### src/rtl/perceptron_sig_core_pkg.sv
// Shared fp32 field layout and the fixed constants used by the sigmoid approximation.
package perceptron_sig_core_pkg;

  typedef struct packed {
    logic        sign;
    logic [7:0]  exp;
    logic [22:0] mant;
  } fp32_t;

  localparam logic [31:0] ONE      = 32'h3F80_0000;
  localparam logic [31:0] HALF     = 32'h3F00_0000;
  localparam logic [31:0] T5       = 32'h40A0_0000;
  localparam logic [31:0] T2375    = 32'h4018_0000;
  localparam logic [31:0] C0_84375 = 32'h3F58_0000;
  localparam logic [31:0] C0_625   = 32'h3F20_0000;

endpackage

### src/rtl/perceptron_sig_core_fp32_add.sv
// Combinational fp32 adder: align, add/sub, normalize, truncate (round toward zero).
// Denormals read as zero, exp=255 reads as infinity, overflow saturates, underflow flushes.
module fp32_add
  import perceptron_sig_core_pkg::*;
(
  input  logic [31:0] a,
  input  logic [31:0] b,
  output logic [31:0] y
);

  fp32_t fa, fb, hi, lo;
  logic [7:0]        d;
  logic [26:0]       mb, ms, msa, lost;
  logic [27:0]       sum, norm;
  logic [4:0]        msb;
  logic signed [9:0] e;
  logic              unused_bits;

  assign fa = a;
  assign fb = b;

  always_comb begin
    hi   = fa;
    lo   = fb;
    d    = '0;
    mb   = '0;
    ms   = '0;
    msa  = '0;
    lost = '0;
    sum  = '0;
    norm = '0;
    msb  = '0;
    e    = '0;
    y    = '0;
    if (fa.exp == 8'hff || fb.exp == 8'hff) begin
      y = (fa.exp == 8'hff) ? {fa.sign, 8'hff, 23'd0} : {fb.sign, 8'hff, 23'd0};
    end else if (fa.exp == 8'd0) begin
      y = (fb.exp == 8'd0) ? 32'd0 : fb;
    end else if (fb.exp == 8'd0) begin
      y = fa;
    end else begin
      if ({fb.exp, fb.mant} > {fa.exp, fa.mant}) begin
        hi = fb;
        lo = fa;
      end
      d  = hi.exp - lo.exp;
      mb = {1'b1, hi.mant, 3'b000};
      ms = {1'b1, lo.mant, 3'b000};
      // Bits shifted out collapse into a sticky LSB so subtraction still truncates correctly.
      if (d >= 8'd27) begin
        msa = 27'd1;
      end else begin
        msa    = ms >> d;
        lost   = ms << (8'd27 - d);
        msa[0] = msa[0] | (|lost);
      end
      sum = (hi.sign == lo.sign) ? ({1'b0, mb} + {1'b0, msa}) : ({1'b0, mb} - {1'b0, msa});
      for (int i = 0; i < 28; i++) begin
        if (sum[i]) msb = 5'(i);
      end
      norm = sum << (5'd27 - msb);
      e    = $signed({2'b00, hi.exp}) + $signed({5'b00000, msb}) - 10'sd26;
      if (sum == 28'd0)        y = 32'd0;
      else if (e >= 10'sd255)  y = {hi.sign, 8'hff, 23'd0};
      else if (e <= 10'sd0)    y = {hi.sign, 31'd0};
      else                     y = {hi.sign, e[7:0], norm[26:4]};
    end
  end

  assign unused_bits = ^{norm[27], norm[3:0], e[9:8]};

endmodule

### src/rtl/perceptron_sig_core.sv
// Single neuron: walks COUNTER_END w*x pairs, adds bias, applies sigmoid or ReLU/identity
// (PERCEPTRON_RELU_EN); result registered one cycle after the frame sum; no backpressure.
module perceptron_sig_core
  import perceptron_sig_core_pkg::*;
#(
  parameter int unsigned COUNTER_END = 5
) (
  input  logic        clk,
  input  logic        rstn,
  input  logic        activation_function,
  input  logic [31:0] b,
  input  logic [31:0] w,
  input  logic [31:0] x,
  output logic [31:0] counter,
  output logic [31:0] data_out,
  output logic        out_valid
);

  localparam logic [31:0] LAST = 32'(COUNTER_END - 1);

  fp32_t             fw, fx, fz;
  logic [31:0]       prod, acc, acc_next, sum_r, z;
  logic [31:0]       t_bits, scaled, offs, y_lin, y_pos, y_neg, sig, lin, act_val;
  logic [7:0]        k;
  logic [47:0]       p;
  logic signed [9:0] pe;
  logic              psign, sum_vld, unused_mul;

  assign fw    = w;
  assign fx    = x;
  assign psign = fw.sign ^ fx.sign;

  always_comb begin
    p    = {1'b1, fw.mant} * {1'b1, fx.mant};
    pe   = $signed({2'b00, fw.exp}) + $signed({2'b00, fx.exp}) - 10'sd127
         + $signed({9'd0, p[47]});
    prod = '0;
    if (fw.exp == 8'hff || fx.exp == 8'hff) prod = {psign, 8'hff, 23'd0};
    else if (fw.exp == 8'd0 || fx.exp == 8'd0) prod = '0;
    else if (pe >= 10'sd255) prod = {psign, 8'hff, 23'd0};
    else if (pe <= 10'sd0)   prod = {psign, 31'd0};
    else prod = {psign, pe[7:0], (p[47] ? p[46:24] : p[45:23])};
  end

  assign unused_mul = ^{p[22:0], pe[9:8]};

  fp32_add u_acc  (.a(acc),   .b(prod), .y(acc_next));
  fp32_add u_bias (.a(sum_r), .b(b),    .y(z));

  assign fz     = z;
  assign t_bits = {1'b0, z[30:0]};

  // Slope multiply is an exponent decrement; too-small results flush to zero.
  always_comb begin
    k    = 8'd2;
    offs = HALF;
    if (t_bits >= T2375) begin
      k    = 8'd5;
      offs = C0_84375;
    end else if (t_bits >= ONE) begin
      k    = 8'd3;
      offs = C0_625;
    end
    scaled = '0;
    if (fz.exp > k) scaled = {1'b0, fz.exp - k, fz.mant};
  end

  fp32_add u_ofs (.a(scaled), .b(offs), .y(y_lin));
  assign y_pos = (t_bits >= T5) ? ONE : y_lin;
  fp32_add u_neg (.a(ONE), .b({~y_pos[31], y_pos[30:0]}), .y(y_neg));
  assign sig = fz.sign ? y_neg : y_pos;

`ifdef PERCEPTRON_RELU_EN
  assign lin = fz.sign ? 32'd0 : z;
`else
  assign lin = z;
`endif

  assign act_val = activation_function ? sig : lin;

  always_ff @(posedge clk) begin
    if (rstn) begin
      counter   <= '0;
      acc       <= '0;
      sum_r     <= '0;
      sum_vld   <= 1'b0;
      data_out  <= '0;
      out_valid <= 1'b0;
    end else begin
      sum_vld   <= (counter == LAST);
      out_valid <= sum_vld;
      if (counter == LAST) begin
        counter <= '0;
        acc     <= '0;
        sum_r   <= acc_next;
      end else begin
        counter <= counter + 32'd1;
        acc     <= acc_next;
      end
      if (sum_vld) data_out <= act_val;
    end
  end

endmodule

### config.mk
export PLATFORM = sky130hd
export DESIGN_NAME = perceptron_sig_core
export DESIGN_NICKNAME = d
export VERILOG_FILES = /design/src/rtl/perceptron_sig_core_pkg.sv /design/src/rtl/perceptron_sig_core_fp32_add.sv /design/src/rtl/perceptron_sig_core.sv
export SDC_FILE = /design/constraint.sdc
export NUM_CORES = 2
export LEC_CHECK = 0
export BUFFER_PORTS_ARGS = -buffer_cell sky130_fd_sc_hd__buf_4
export CAP_MARGIN = 20
export CORE_MARGIN = 3
export CORE_UTILIZATION = 25
export CTS_CLUSTER_SIZE = 20
export DETAILED_ROUTE_END_ITERATION = 10
export PLACE_DENSITY = 0.41
export RECOVER_POWER = 50
export SLEW_MARGIN = 25
export SYNTH_ARGS = -nofsm -noshare
export SYNTH_HDL_FRONTEND = slang
export SYNTH_SLANG_ARGS = --single-unit
export TNS_END_PERCENT = 30
### constraint.sdc
create_clock -name clk -period 81.4 [get_ports clk]
set_input_delay 16.28 -clock clk [delete_from_list [all_inputs] [get_ports clk]]
set_output_delay 16.28 -clock clk [all_outputs]
set_load 0.005 [all_outputs]
==> results.md <==
* Status: finished, violations left
* Failing checks: capacitance limit, slew limit
* Post-CTS sizing at 0
* Initial antenna violation count at 10
* Clock slew at reported path FFs at 0.07 ns
* TritonCTS buffer count at 17
* Die span in y at 490 microns
* Antenna-violating nets left at 0
* Detailed Route WL at 283000 microns
* Hold-fix buffers, CTS at 0
* RD Place Congestion at 0.974
* Yosys warning count at 0
* CTS tree: built
* Share of cells above drive strength 1 at 7.10%
* Seq/Total Area, Yosys at 4.44%
* Fin worst setup slack at 23.55 ns
* Worst path most repeated cell: a21oi_1
* Worst slack, placed at 24.03 ns
* Grt ovf at 0
* Netlist cell types at 134
* Crit path max-delay cell type: a2111oi_0
* Row count at 177
* Vias in the first global route at 61500
* Post-synthesis cell count at 8252
* Routed vias at 63100
* Clk_lat worst skew at 0.53 ns
* Max Freq at 17.3 MHz
* CP startpoint kind: primary input
* R2R setup slack at 38.17 ns
* Max-Cap Viols at 2
* Hold crit path type: reg -> reg
* DRC Markers at 0
* Ys async rst share at 0%
* TritonCTS Sinks at 130
* TritonRoute pass-1 iters at 8
* CP Capture Type: flip-flop
* Post-DP HPWL at 225000 microns
* Max-slew headroom at -77.1%
* H-tree depth at 4
* Tightest Pin Transition at 2.66 ns
* Die W at 490 microns
* Number of synthesized flops with an enable pin at 0
* Largest net degree at the start of global routing at 76
* CTS Root Cell: clkbuf_16
* Primary FF master, synth: dfxtp_1
* Clk_skew at 0.0197 ns
* Clk buf depth at 2
* Core area at 0.233 sq mm
* Overall routing resource usage at 22.7%
* Crit path DAT at 58.27 ns
* Final nets at 9097
* Vias per inst at 5.62
* Minimum clock period at 57.85 ns
* Yosys reg bits at 130
* Routed WL per cell at 25.2 microns
* Req. time, crit path at 81.82 ns
* Max stage delay on crit path at 0.89 ns
* Max-slew violation count at 85
* Setup TNS Final at 0 ns
* Fin area at 0.0635 sq mm
* Count of input and output buffers at 163
* # IOs at 164
* Placed cell area at 0.0630 sq mm
* First-pass GRT wire length at 419000 microns
* Avg Synthesized Cell Area at 7.11 sq um
* RSZ-0062 raised after global routing: no
* Crit-path max FO at 37
* Post CTS Setup Buffer Count at 0
* Initial core utilization at 25.2%
* Setup violations, final at 0
* Initial DRC Count at 6720
* Die Footprint at 0.240 sq mm
* Hold Vio Cnt, Final at 0
* Mapped Area at 0.0586 sq mm
* Crit Path Class: in -> reg
* Area Growth Syn to Fin at 8.28%
* Tcrit/Tclk final at 71.1%
==> state kept, by name, indices dropped and copies added, names as in the netlist <==
signal,flops
sum_r,32
out_valid,1
sum_vld,1
counter,32
acc,32
data_out,32
==> cell usage in the layout, fill, tap and decap left out, types with 103 or more instances in the layout <==
cell,Yosys,layout
a211oi_1,115,115
a21o_1,122,122
a21oi_1,508,502
and2_1,295,296
buf_4,6,226
dfxtp_1,130,129
fa_1,490,490
ha_1,436,433
inv_1,831,831
mux2i_1,221,220
nand2_1,1048,1048
nand3_1,201,201
nor2_1,758,757
nor3_1,207,207
o211ai_1,103,103
o21ai_0,412,409
xnor2_1,145,141
==> Yosys cell counts, drive strengths merged (25+ instances only) <==
library cell | n | area, sq um
buf | 116 | 581
a22oi | 39 | 298
xnor2 | 148 | 1320
o21ai | 462 | 2350
mux2 | 69 | 781
nor3 | 211 | 1080
a2111oi | 37 | 378
a31oi | 103 | 696
ha | 436 | 5460
o221ai | 33 | 295
nand2b | 62 | 388
a21oi | 512 | 2580
a221oi | 44 | 392
o2111ai | 28 | 245
o22ai | 65 | 419
o211ai | 103 | 773
mux2i | 224 | 2260
nor2 | 759 | 2850
nand3 | 206 | 1060
nand2 | 1051 | 3960
a211o | 30 | 263
clkbuf | 381 | 1430
or4 | 25 | 195
or2 | 33 | 206
nor2b | 37 | 231
a211oi | 121 | 938
inv | 842 | 3160
or3 | 50 | 313
nand4 | 84 | 532
a311oi | 34 | 347
xor2 | 67 | 609
nor4 | 67 | 453
o31ai | 63 | 529
dfxtp | 130 | 2600
o21bai | 78 | 586
and3 | 87 | 544
o21a | 63 | 474
mux4 | 32 | 721
a21o | 122 | 916
fa | 490 | 9810
and2 | 297 | 1860
==> routing by layer <==
layer,vias to the layer above,global-route usage [%],share of wire (%)
li1,28800,-,-
met1,31500,32.2,46
met2,2471,36.0,45
met3,371,2.71,6.0
met4,0,6.15,3.0
met5,-,0,0
==> critical path: cells and delay by family <==
family | cells | cell delay [ns]
xor+xnor | 6 | 2.26
simple gates | 48 | 11.04
compound gates | 82 | 19.45
fa+ha+maj | 12 | 3.95
mux | 1 | 0.34
buf+inv | 17 | 4.75
==> kinds of logic (layout without fill, tap and decap cells) <==
group / Yosys count / after routing / share of synthesized area (%)
AOI/OAI and AO/OA: 2268 / 2268 / 26.6
xor gates and xnor gates: 215 / 215 / 3.29
adders and majority gates: 926 / 926 / 26.0
buffers and inverters: 1344 / 1174 / 8.85
DFF: 130 / 130 / 4.44
muxes: 325 / 325 / 6.42
other: 2 / 10 / 0.0128
and+or+nand+nor: 3042 / 3042 / 24.4
==> final timing paths <==
kind | startpoint | to | cells after the start
setup reg to reg | sum_r[17]$_SDFFE_PP0P_ | data_out[0]$_SDFFE_PP0P_ | 166
setup / recovery | b[14] | data_out[0]$_SDFFE_PP0P_ | 166
hold reg to reg | data_out[31]$_SDFFE_PP0P_ | data_out[31]$_SDFFE_PP0P_ | 2
hold / removal | data_out[31]$_SDFFE_PP0P_ | data_out[31]$_SDFFE_PP0P_ | 2
==> stage by stage <==
stage	std cells	util (%)	hold WS (ns)
3_5_place_dp	11200	27.0	0.469
3_3_place_gp	11200	27.0	0.458
6_report	11200	27.3	0.476
2_1_floorplan	8255	-	0.444
4_1_cts	11200	27.3	0.480
5_1_grt	11200	27.2	0.500
==> area by class of cell <==
cell class	instances	area, sq um
clock buffers	17	425
fillers	26100	169000
flip-flops and latches	130	2600
inverters	847	3180
repair buffers	295	2110
clock inverters	15	181
well taps	3132	3920
diodes	5	12.5
multi-input cells	6781	51100
Power is not shown: default switching activity piles up to over one toggle a cycle in this logic, so the estimate is an artifact.
